**config.mk**
```make
export PLATFORM = sky130hd
export DESIGN_NAME = adc_cur_avg
export DESIGN_NICKNAME = d
export VERILOG_FILES = /design/src/rtl/adc_cur_avg_pkg.sv /design/src/rtl/adc_avg_div.sv /design/src/rtl/adc_cur_avg.sv
export SDC_FILE = /design/constraint.sdc
export NUM_CORES = 1
export LEC_CHECK = 0
export BUFFER_PORTS_ARGS = -buffer_cell sky130_fd_sc_hd__clkbuf_2
export CORE_ASPECT_RATIO = 0.75
export CORE_MARGIN = 2
export CORE_UTILIZATION = 36
export CTS_CLUSTER_SIZE = 16
export DETAILED_ROUTE_END_ITERATION = 8
export SLEW_MARGIN = 10
export SYNTH_ARGS = -nofsm -noshare
export SYNTH_HDL_FRONTEND = slang
export SYNTH_HIERARCHICAL = 1
export SYNTH_SLANG_ARGS = --single-unit
export TNS_END_PERCENT = 20
```
**constraint.sdc**
```tcl
create_clock -name clkadc -period 3.8 [get_ports clkadc]
set_input_delay 0.76 -clock clkadc [delete_from_list [all_inputs] [get_ports clkadc]]
set_output_delay 0.76 -clock clkadc [all_outputs]
set_load 0.02 [all_outputs]
```
**src/rtl/adc_cur_avg_pkg.sv**
```systemverilog
// ============================================================================
//  Module      : adc_pkg
//  Description : Shared types, constants and lane helpers for the quad
//                motor-current boxcar averager (adc_cur_avg).
//                Lane packing: ch1 = [15:0] ... ch4 = [63:48].
//  Revision    : 1.0 - initial release
// ============================================================================
`default_nettype none

package adc_pkg;

    // Board-fixed channel count and ADC sample width; default decimation.
    localparam int c_nch           = 4;
    localparam int c_w             = 16;
    localparam int c_log2n_default = 3;

    typedef enum logic [1:0] {
        IDLE = 2'd0,
        ACC  = 2'd1,
        DONE = 2'd2
    } state_t;

    typedef logic [1:0] ch_t;

    // Extract one W-bit lane from a packed NCH*W bus.
    function automatic logic [c_w-1:0] lane_get(
        input logic [c_nch*c_w-1:0] bus,
        input ch_t                  ch
    );
        return bus[ch*c_w +: c_w];
    endfunction

    // Return the bus with one lane replaced.
    function automatic logic [c_nch*c_w-1:0] lane_set(
        input logic [c_nch*c_w-1:0] bus,
        input ch_t                  ch,
        input logic [c_w-1:0]       val
    );
        logic [c_nch*c_w-1:0] r;
        r = bus;
        r[ch*c_w +: c_w] = val;
        return r;
    endfunction

endpackage

`default_nettype wire

```
**src/rtl/adc_avg_div.sv**
```systemverilog
// ============================================================================
//  Module      : adc_avg_div
//  Description : Combinational divider for the averager's final sum.
//                Divides a (W+LOG2N)-bit sum by 2^LOG2N and returns W bits.
//                ADC_AVG_ROUND_EN defined   -> round to nearest (half up)
//                ADC_AVG_ROUND_EN undefined -> truncation
//  Ports       : i_sum [W+LOG2N-1:0]  final accumulated sum
//                o_avg [W-1:0]        averaged sample
//  Revision    : 1.0 - initial release
// ============================================================================
`default_nettype none

module adc_avg_div #(
    parameter int W     = 16,
    parameter int LOG2N = 3
) (
    input  logic [W+LOG2N-1:0] i_sum,
    output logic [W-1:0]       o_avg
);

`ifdef ADC_AVG_ROUND_EN
    // One extra bit so the rounding constant can never wrap the sum; the
    // shifted result still fits W bits because max sum + half < 2^(W+LOG2N).
    localparam logic [W+LOG2N:0] c_half = {{(W+LOG2N){1'b0}}, 1'b1} << (LOG2N-1);

    logic [W+LOG2N:0] w_rnd;
    logic             w_unused_bits;

    assign w_rnd         = {1'b0, i_sum} + c_half;
    assign o_avg         = w_rnd[LOG2N +: W];
    assign w_unused_bits = ^{w_rnd[W+LOG2N], w_rnd[LOG2N-1:0]};
`else
    logic w_unused_bits;

    assign o_avg         = i_sum[LOG2N +: W];
    assign w_unused_bits = ^i_sum[LOG2N-1:0];
`endif

endmodule

`default_nettype wire

```
**src/rtl/adc_cur_avg.sv**
```systemverilog
// ============================================================================
//  Module      : adc_cur_avg
//  Description : Boxcar averager for four 16-bit motor-current channels over
//                2^LOG2N conversion sets. One shared adder is time-multiplexed
//                across channels (one channel per clock) by a small FSM.
//                Optional macro ADC_AVG_ROUND_EN selects round-to-nearest in
//                the final divide instead of truncation.
//  Ports       : clkadc      ADC clock
//                reset       synchronous active-low reset
//                samp_valid  pulse: cur_in holds a fresh set of conversions
//                cur_in      packed currents, ch1 = [15:0] .. ch4 = [63:48]
//                avg_out     packed averaged currents, same packing
//                avg_valid   pulse: avg_out fully updated
//                busy        high whenever the FSM is not idle
//                overrun     sticky: samp_valid arrived while busy
//                clr_ovr     clears overrun (a coincident new overrun wins)
//  Revision    : 1.0 - initial release
// ============================================================================
`default_nettype none

module adc_cur_avg
    import adc_pkg::*;
#(
    parameter int NCH   = c_nch,
    parameter int W     = c_w,
    parameter int LOG2N = c_log2n_default
) (
    input  logic             clkadc,
    input  logic             reset,
    input  logic             samp_valid,
    input  logic [NCH*W-1:0] cur_in,
    output logic [NCH*W-1:0] avg_out,
    output logic             avg_valid,
    output logic             busy,
    output logic             overrun,
    input  logic             clr_ovr
);

    localparam int               c_aw       = W + LOG2N;
    localparam logic [LOG2N-1:0] c_cnt_last = '1;
    localparam ch_t              c_ch_last  = ch_t'(NCH-1);

    state_t           r_state;
    state_t           w_state_next;
    ch_t              r_ch;
    logic [LOG2N-1:0] r_cnt;
    logic [c_aw-1:0]  r_acc [NCH];
    logic [NCH*W-1:0] r_snap;
    logic [NCH*W-1:0] r_avg;
    logic             r_overrun;

    logic [W-1:0]     w_snap_lane;
    logic [c_aw-1:0]  w_sum;
    logic [W-1:0]     w_div;
    logic             w_last;

    // Shared datapath: the single adder serves whichever channel r_ch selects.
    assign w_snap_lane = lane_get(r_snap, r_ch);
    assign w_sum       = r_acc[r_ch] + {{LOG2N{1'b0}}, w_snap_lane};
    assign w_last      = (r_cnt == c_cnt_last);

    adc_avg_div #(
        .W     (W),
        .LOG2N (LOG2N)
    ) u_div (
        .i_sum (w_sum),
        .o_avg (w_div)
    );

    // ------------------------------------------------------------------
    // FSM state register
    // ------------------------------------------------------------------
    always_ff @(posedge clkadc) begin
        if (!reset) begin
            r_state <= IDLE;
        end else begin
            r_state <= w_state_next;
        end
    end

    // ------------------------------------------------------------------
    // FSM next-state logic
    // ------------------------------------------------------------------
    always_comb begin
        w_state_next = r_state;
        case (r_state)
            IDLE: begin
                if (samp_valid) begin
                    w_state_next = ACC;
                end
            end
            ACC: begin
                if (r_ch == c_ch_last) begin
                    w_state_next = w_last ? DONE : IDLE;
                end
            end
            DONE:    w_state_next = IDLE;
            default: w_state_next = IDLE;
        endcase
    end

    // ------------------------------------------------------------------
    // Datapath registers
    // ------------------------------------------------------------------
    always_ff @(posedge clkadc) begin
        if (!reset) begin
            r_ch      <= '0;
            r_cnt     <= '0;
            r_snap    <= '0;
            r_avg     <= '0;
            r_overrun <= 1'b0;
            for (int i = 0; i < NCH; i++) begin
                r_acc[i] <= '0;
            end
        end else begin
            case (r_state)
                IDLE: begin
                    if (samp_valid) begin
                        r_snap <= cur_in;
                        r_ch   <= '0;
                    end
                end
                ACC: begin
                    if (w_last) begin
                        // Final set: publish this lane and restart its sum.
                        r_avg       <= lane_set(r_avg, r_ch, w_div);
                        r_acc[r_ch] <= '0;
                    end else begin
                        r_acc[r_ch] <= w_sum;
                    end
                    r_ch <= r_ch + 2'd1;
                    if (r_ch == c_ch_last) begin
                        r_cnt <= r_cnt + 1'b1;
                    end
                end
                default: ;
            endcase

            // A set arriving while busy is dropped; the sticky flag records
            // it and takes priority over a coincident clear.
            if (samp_valid && (r_state != IDLE)) begin
                r_overrun <= 1'b1;
            end else if (clr_ovr) begin
                r_overrun <= 1'b0;
            end
        end
    end

    assign avg_out   = r_avg;
    assign avg_valid = (r_state == DONE);
    assign busy      = (r_state != IDLE);
    assign overrun   = r_overrun;

endmodule

`default_nettype wire

```
==> results of run 1 <==
## sequential cells by signal, summed over array words and instances, names as in the netlist, named ones only
name,count
avg_out,64
overrun,1
r_acc,76
r_ch,2
r_cnt,3
r_snap,64
r_state,2
## placed cells by master (no fill, tap or decap), drive strengths merged, types with 7 or more instances in the layout
cell type / count
a21boi: 133
a21oi: 11
and3: 9
buf: 30
clkbuf: 160
dfxtp: 138
edfxtp: 76
ha: 24
inv: 32
mux4: 35
nand2: 228
nand3: 78
nor2: 86
nor3: 8
o21ai: 7
xnor2: 8
## per-layer routing
layer | part of all wire (%) | track usage (%)
met5 | 0 | 0
met4 | 2.3 | 4.85
met3 | 5.7 | 2.71
met2 | 46 | 28.2
met1 | 46 | 25.8
## worst max path at each step
stage                        from     endpoint  slack (ns)  cells after the start
after floorplan           r_ch[0]  avg_out[61]        0.41                     14
after global placement    r_ch[0]  avg_out[45]        0.28                     11
after detailed placement  r_ch[0]  avg_out[45]        0.19                     11
after CTS                 r_ch[0]  avg_out[45]        0.17                     11
after global routing         flop  avg_out[59]        0.01                     12
final                        flop  avg_out[45]        0.29                     12
## power by group through the flow
stage / logic [mW] / registers [mW] / clock network (mW)
floorplan: 0.576 / 2.54 / 0
CTS: 0.777 / 2.50 / 2.54
finish: 0.778 / 2.50 / 2.50
detailed placement: 0.774 / 2.55 / 0
global route: 0.851 / 2.51 / 2.64
global placement: 0.767 / 2.55 / 0
## repair_timing
| action | in CTS | in global routing |
|---|---|---|
| setup endpoints to repair | 0 | 12 |
| resized for setup | 0 | 1 |
| setup buffers | 0 | 0 |
## worst max-delay path, cell delays in order, from the launching register on
cell and delay, ns:
dfxtp_1 0.62, mux4_2 0.29, ha_1 0.16, inv_1 0.05, fa_1 0.39, and2b_1 0.26
o2111ai_2 0.25, a2111oi_4 0.48, nor3_2 0.09, xor2_1 0.41, inv_1 0.18, nand3_1 0.12
a21boi_0 0.09
## area by class of cell
type	count	area [sq um]	share of cell area (%)
clock buffers	27	664	5.55
flip-flops and latches	214	5050	42.2
multi-input cells	696	4580	38.3
inverters	28	105	0.879
clock inverters	17	200	1.67
well taps	357	447	3.73
repair buffers	163	916	7.66
==> results.yml, run 1 <==
status:
  outcome: "completed"
clock_network:
  cts_tree: "done"
  hold_buffers: 0
  insertion_delay_ns: 0.51
  cts.sinks: 214
  root_buffer: "clkbuf_16"
  clockBufferDepth: 3
  path_clk_slew_ns: 0.06
  numCtsBuffers: 24
  htree_levels: 1
place:
  place_inst: 1458
  dp_slack_ns: 0.190
  place.gp.congestion: 0.918
  placed_area_sq_um: 11100
  dp_hpwl_um: 17900
  numPortBuffers: 134
die:
  core_sq_um: 27900
  rows: 53
  io_pins: 135
  initial_core_util_pct: 36.4
  die_x_um: 198
  die_h_um: 149
  dieArea_sq_um: 29500
drt:
  wl_per_cell_um: 17.4
  ant_nets: 0
  drcViolationCount: 0
  drt_iter0_drc: 564
  route.final.wire_length_um: 26200
  vias: 7683
  vias_per_cell: 5.12
  first_pass_iters: 5
worst_setup_path:
  setup.worst_path.end_class: "flop"
  r2r-end: "avg_out[45]"
  worstPathArrival_ns: 3.90
  path_max_fanout: 7
  rr_worst_depth: 12
  crit_required_ns: 4.19
  critical_path_class: "flop to flop"
  ff2ff_setup_slack_ns: 0.29
  start_kind: "flop"
hold_path:
  hp-class: "flop to flop"
  whs_endpoint: "avg_out[2]"
  holdPathStages: 2
  hold_path.startpoint: "avg_out[2]"
pwr:
  seq_power_share_pct: 43.2
  power_frac_comb_pct: 13.5
  p_sw_share_pct: 25.7
  p_total_mw: 5.78
  p_int_mw: 4.30
  power_density_nw_per_um2: 484
  clockPowerShare_pct: 43.3
  max-vdd-ir-drop_mv: 0.277
  p_leak_nw: 4.65
  switchingPower_mw: 1.49
global_routing:
  grt_start_max_net_pins: 79
  grt_pass1_wl_um: 41800
  antenna_found_initial: 0
  grt_pass1_vias: 7728
  grt-ovfl-total: 0
  grt_use_total_pct: 17.9
finish:
  diodes: 0
  fin_area_sq_um: 12000
  drive_gt1_share_pct: 23.2
  post-route-util_pct: 43.0
  final_cells: 1502
  areaGrowthSynthToFinish_pct: 18.1
  n_fill_cell: 2702
  final_nets: 1220
synth:
  syn_area_sq_um: 10100
  syn_area_per_cell_sq_um: 9.92
  synth_cells: 1022
  yosys_warnings: 6
  synth_nets: 1115
sta:
  fin_crit_sh_pct: 92.3
  tightest_slew_ns: 0.906
  holdWs_ns: 0.450
  skew_ns: 0.0105
  setup_viol: 0
  slew_viol_final: 0
  min_period_ns: 3.51
  fin_ws_ns: 0.292
  rsz0062_at_grt: "false"
  finalHoldViolCount: 0
  fmax_ghz: 0.285
  max_slew_margin_pct: 39.4
  final.setup.tns_ns: 0
job:
  maxCapViolCount: 0
No activity file was read; power rests on OpenSTA's default activity.
==> run 2, diff against run 1 <==
--- a/config.mk
+++ b/config.mk
@@ -6,11 +6,15 @@
 export NUM_CORES = 1
 export LEC_CHECK = 0
 export BUFFER_PORTS_ARGS = -buffer_cell sky130_fd_sc_hd__clkbuf_2
+export CELL_PAD_IN_SITES_DETAIL_PLACEMENT = 0
+export CELL_PAD_IN_SITES_GLOBAL_PLACEMENT = 1
 export CORE_ASPECT_RATIO = 0.75
 export CORE_MARGIN = 2
 export CORE_UTILIZATION = 36
 export CTS_CLUSTER_SIZE = 16
 export DETAILED_ROUTE_END_ITERATION = 8
+export GPL_TIMING_DRIVEN = 0
+export PLACE_DENSITY_LB_ADDON = 0.1
 export SLEW_MARGIN = 10
 export SYNTH_ARGS = -nofsm -noshare
 export SYNTH_HDL_FRONTEND = slang
==> results.yml, run 2 (synthesized netlist as in run 1, its figures left out) <==
status:
  outcome: "completed"
worst_setup_path:
  crit_required_ns: 4.20
  setup.worst_path.end_class: "flop"
  path_max_fanout: 10
  path_cells: "clkbuf_4 -> clkbuf_4 -> mux4_2 -> ha_1 -> buf_2 -> and3_1 -> nand2_2 -> a2111oi_4 -> o31ai_2 -> xor2_2 -> inv_1 -> buf_4 -> nand3_1 -> a21boi_0"
  cpPeakStageDelay_ns: 0.42
  cpMostUsedCell: "clkbuf_4"
  worstPathArrival_ns: 3.98
  start_kind: "flop"
  critical_path_class: "flop to flop"
  slowest_stage: "a2111oi_4"
  ff2ff_setup_slack_ns: 0.22
  critPathLaunch: "r_ch[1]"
  worst_r2r_startpoint: "r_ch[1]"
sta:
  skew_ns: 0.0151
  final.setup.tns_ns: 0
  finalHoldViolCount: 0
  setup_viol: 0
  fin_crit_sh_pct: 94.3
  max_slew_margin_pct: 31.6
  slew_viol_final: 0
  rsz0062_at_grt: "false"
  fin_ws_ns: 0.218
  fmax_ghz: 0.279
  tightest_slew_ns: 1.02
  min_period_ns: 3.58
  holdWs_ns: 0.449
drt:
  met3_length_um: 1130
  wl_met2_um: 12400
  drcViolationCount: 0
  wl_met1_um: 15500
  ant_nets: 0
  first_pass_iters: 5
  drt_iter0_drc: 456
  top_layer_used: "met4"
  vias: 7786
  vias_per_cell: 5.00
  route.final.wire_length_um: 29500
  wl_per_cell_um: 18.9
clock_network:
  root_buffer: "clkbuf_16"
  path_clk_slew_ns: 0.06
  htree_levels: 1
  insertion_delay_ns: 0.52
  clockBufferDepth: 3
  numCtsBuffers: 24
  cts.sinks: 214
  cts_tree: "done"
place:
  place_inst: 1513
  placed_area_sq_um: 11300
  place.gp.congestion: 0.793
  dp_hpwl_um: 22400
  numPortBuffers: 133
  dp_slack_ns: -0.571
global_routing:
  grt_pass1_vias: 7782
  grt_pass1_wl_um: 45600
  antenna_found_initial: 0
  grt_start_max_net_pins: 20
  grt_use_total_pct: 20.4
  grt-ovfl-total: 0
finish:
  diodes: 0
  final_nets: 1276
  areaGrowthSynthToFinish_pct: 19.7
  fin_area_sq_um: 12100
  post-route-util_pct: 43.5
  drive_gt1_share_pct: 23.0
  final_cells: 1557
  mostFrequentLayoutCell: "nand2_1"
  final_cell_mix: "227 x nand2_1, 138 x dfxtp_1, 134 x clkbuf_2"
  top_register: "r_acc"
  largest_reg_flops: 76
die:
  core_sq_um: 27900
  rows: 53
  die_h_um: 149
  die_x_um: 198
  initial_core_util_pct: 36.4
  io_pins: 135
  dieArea_sq_um: 29500
hold_path:
  hold_path.startpoint: "avg_out[25]"
  hp-class: "flop to flop"
pwr:
  max-vdd-ir-drop_mv: 0.349
  p_leak_nw: 4.73
  power_density_nw_per_um2: 460
  p_total_mw: 5.58
job:
  maxCapViolCount: 0
-- run 2: cell types whose count changed in the layout (fill, tap and decap cells not counted), sizes merged --
cell      change
clkbuf       +55
buf          +13
bufinv        -4
clkinvlp      -4
inv           -4
clkinv        -1
-- run 2: repair_timing --
| action | in CTS | in global routing |
|---|---|---|
| pin swaps | 0 | 4 |
| resized for setup | 12 | 14 |
| setup endpoints to repair | 84 | 38 |
| gates cloned | 0 | 0 |
| buffers inserted | 0 | 2 |
| hold buffers | 0 | 0 |
-- run 2: area by class of cell --
class | count | area, sq um
Multi-Input combinational cell | 696 | 4660
Inverter | 28 | 105
Buffer | 83 | 438
Clock buffer | 39 | 716
Sequential cell | 214 | 5040
Timing Repair Buffer | 136 | 696
Tap cell | 357 | 447
Clock inverter | 4 | 20.0
Fill cell | 2801 | 15700
-- run 2: per-layer routing --
layer	vias up	global-route usage (%)
met5	-	0
met4	0	3.91
met2	132	30.2
li1	3851	-
met1	3765	31.8
met3	38	2.65
-- run 2: worst max-delay path: cells and delay by family, from the launching register on --
| kind | cells | cell delay [ns] |
|---|---|---|
| AND/OR/NAND/NOR | 3 | 0.42 |
| buffers and inverters | 5 | 1.02 |
| multiplexers | 1 | 0.37 |
| adder cells (fa/ha/maj) | 1 | 0.29 |
| XOR/XNOR | 1 | 0.27 |
| flip-flops | 1 | 0.41 |
| AO/OA/AOI/OAI | 3 | 0.64 |
-- run 2: worst paths after layout --
check,endpoint,cells past startpoint
setup / recovery,avg_out[47],14
hold / removal,avg_out[25],2
setup reg to reg,avg_out[47],14
hold reg to reg,avg_out[25],2
-- run 2: where the power goes --
part	internal (mW)	leakage, nW	switching, mW
sequential	2.47	1.91	0.0355
clock	1.28	0.365	0.920
combinational	0.339	2.46	0.541
==> run 3, diff against run 2 <==
==> constraint.sdc (replaced) <==
create_clock -name clkadc -period 3.22 [get_ports clkadc]
set_input_delay 0.644 -clock clkadc [delete_from_list [all_inputs] [get_ports clkadc]]
set_output_delay 0.644 -clock clkadc [all_outputs]
set_load 0.02 [all_outputs]
==> results.yml, run 3 (synthesized netlist as in run 1, its figures left out) <==
finish:
  drive_gt1_share_pct: 30.4
  final_cells: 1597
  diodes: 0
  mostFrequentLayoutCell: "nand2_1"
  largest_reg_flops: 76
  final_cell_mix: "225 x nand2_1, 135 x dfxtp_1, 133 x clkbuf_2"
  areaGrowthSynthToFinish_pct: 29.4
  top_register: "r_acc"
  final_nets: 1315
worst_setup_path:
  critPathLaunch: "r_ch[0]"
  path_buf_inv: 2
  r2r-end: "avg_out[43]"
  cpLargestDelayFamily: "compound AO/OA/AOI/OAI gates"
  worst_r2r_startpoint: "r_ch[0]"
  start_kind: "flop"
  worstPathArrival_ns: 3.56
  slowest_stage: "mux4_2"
  ff2ff_setup_slack_ns: 0.06
  crit_required_ns: 3.63
  rr_worst_depth: 12
  path_max_fanout: 7
  critical_path_class: "flop to flop"
  setup.worst_path.end_class: "flop"
  path_cells: "mux4_2 -> ha_4 -> inv_2 -> fa_2 -> and2b_2 -> o2111ai_4 -> nand2_2 -> a211oi_4 -> xor2_2 -> inv_1 -> nand3_1 -> a21boi_0"
  cpPeakStageDelay_ns: 0.57
die:
  die_x_um: 198
  rows: 53
  io_pins: 135
  core_sq_um: 27900
  initial_core_util_pct: 36.4
  die_h_um: 149
  dieArea_sq_um: 29500
drt:
  wl_per_cell_um: 19.3
  ant_nets: 0
  first_pass_iters: 5
  route.final.wire_length_um: 30800
  vias: 8039
  vias_per_cell: 5.03
  drt_iter0_drc: 460
  drcViolationCount: 0
sta:
  finalHoldViolCount: 0
  final.setup.tns_ns: 0
  max_slew_margin_pct: 30.6
  tightest_slew_ns: 1.04
  holdWs_ns: 0.354
  min_period_ns: 3.16
  fin_crit_sh_pct: 98.0
  fmax_ghz: 0.317
  rsz0062_at_grt: "true"
  setup_viol: 0
  slew_viol_final: 0
  skew_ns: 0.00984
clock_network:
  cts_tree: "done"
  clockBufferDepth: 3
  root_buffer: "clkbuf_16"
  numCtsBuffers: 24
  cts.sinks: 214
  path_clk_slew_ns: 0.06
  insertion_delay_ns: 0.52
  htree_levels: 1
  hold_buffers: 0
global_routing:
  grt-ovfl-total: 0
  antenna_found_initial: 0
  grt_pass1_wl_um: 47300
  grt_pass1_vias: 8112
  grt_start_max_net_pins: 20
  grt_use_total_pct: 21.1
pwr:
  clockPowerShare_pct: 41.2
  power_frac_comb_pct: 18.1
  max-vdd-ir-drop_mv: 0.361
  seq_power_share_pct: 40.7
  switchingPower_mw: 1.93
  p_sw_share_pct: 26.6
  p_leak_nw: 5.04
  power_density_nw_per_um2: 554
  p_int_mw: 5.33
job:
  maxCapViolCount: 0
hold_path:
  whs_endpoint: "r_snap[49]"
  hold_path.startpoint: "cur_in[49]"
  holdPathStages: 3
  hp-class: "input port to flop"
status:
  outcome: "completed"
place:
  place.gp.congestion: 0.788
  place_inst: 1513
  numPortBuffers: 133
  dp_hpwl_um: 22300
-- run 3: cell type report --
| class | instances | area [sq um] |
|---|---|---|
| timing repair buffer | 179 | 1090 |
| tap | 357 | 447 |
| multi-input combinational | 696 | 5060 |
| inverter | 28 | 105 |
| fill | 2730 | 14700 |
| clock inverter | 17 | 210 |
| buffer | 79 | 502 |
| sequential | 214 | 5050 |
| clock buffer | 27 | 643 |
-- run 3: per-layer routing --
layer	vias to the layer above	global-route usage (%)	wire, um
met2	148	31.2	13200
li1	3911	-	-
met3	30	3.35	1360
met5	-	0	0
met1	3950	32.5	15900
met4	0	3.87	390
-- run 3: worst max-delay path by stage --
stage,endpoint,cells past startpoint,slack (ns)
2_1_floorplan,avg_out[13],14,0.03
3_3_place_gp,r_acc[3][10],3,-1.60
3_5_place_dp,avg_out[9],14,-0.96
4_1_cts,avg_out[29],13,-0.0007
5_1_grt,avg_out[59],12,-0.07
6_report,avg_out[43],12,0.06
-- run 3: tightest hold or removal path, cell delays in order --
cell and delay, ns:
clkbuf_2 0.08, nand2_1 0.04, a21boi_0 0.06
-- run 3: what timing repair did --
action,4_1_cts,5_1_grt
gates cloned,1,0
setup buffers,26,18
resized for setup,72,76
endpoints found under the setup margin,135,91
pin swaps,19,48
-- run 3: power groups by stage --
| stage | Combinational (mW) | Clock, mW | Sequential, mW |
|---|---|---|---|
| 3_5_place_dp | 1.02 | 0 | 3.01 |
| 2_1_floorplan | 0.682 | 0 | 2.99 |
| 4_1_cts | 1.18 | 3.05 | 2.95 |
| 5_1_grt | 1.42 | 3.16 | 2.96 |
| 3_3_place_gp | 1.01 | 0 | 3.01 |
| 6_report | 1.32 | 3.00 | 2.95 |
-- run 3: through the flow --
stage | instance area, sq um | setup WS (ns) | total power [mW] | utilization [%]
floorplan | 10100 | 0.0309 | 3.67 | -
global placement | 11300 | -1.60 | 4.02 | 40.4
detailed placement | 11300 | -0.958 | 4.02 | 40.5
CTS | 12700 | -0.000675 | 7.18 | 45.5
global route | 13100 | -0.0656 | 7.55 | 47.1
finish | 13100 | 0.0645 | 7.26 | 47.1
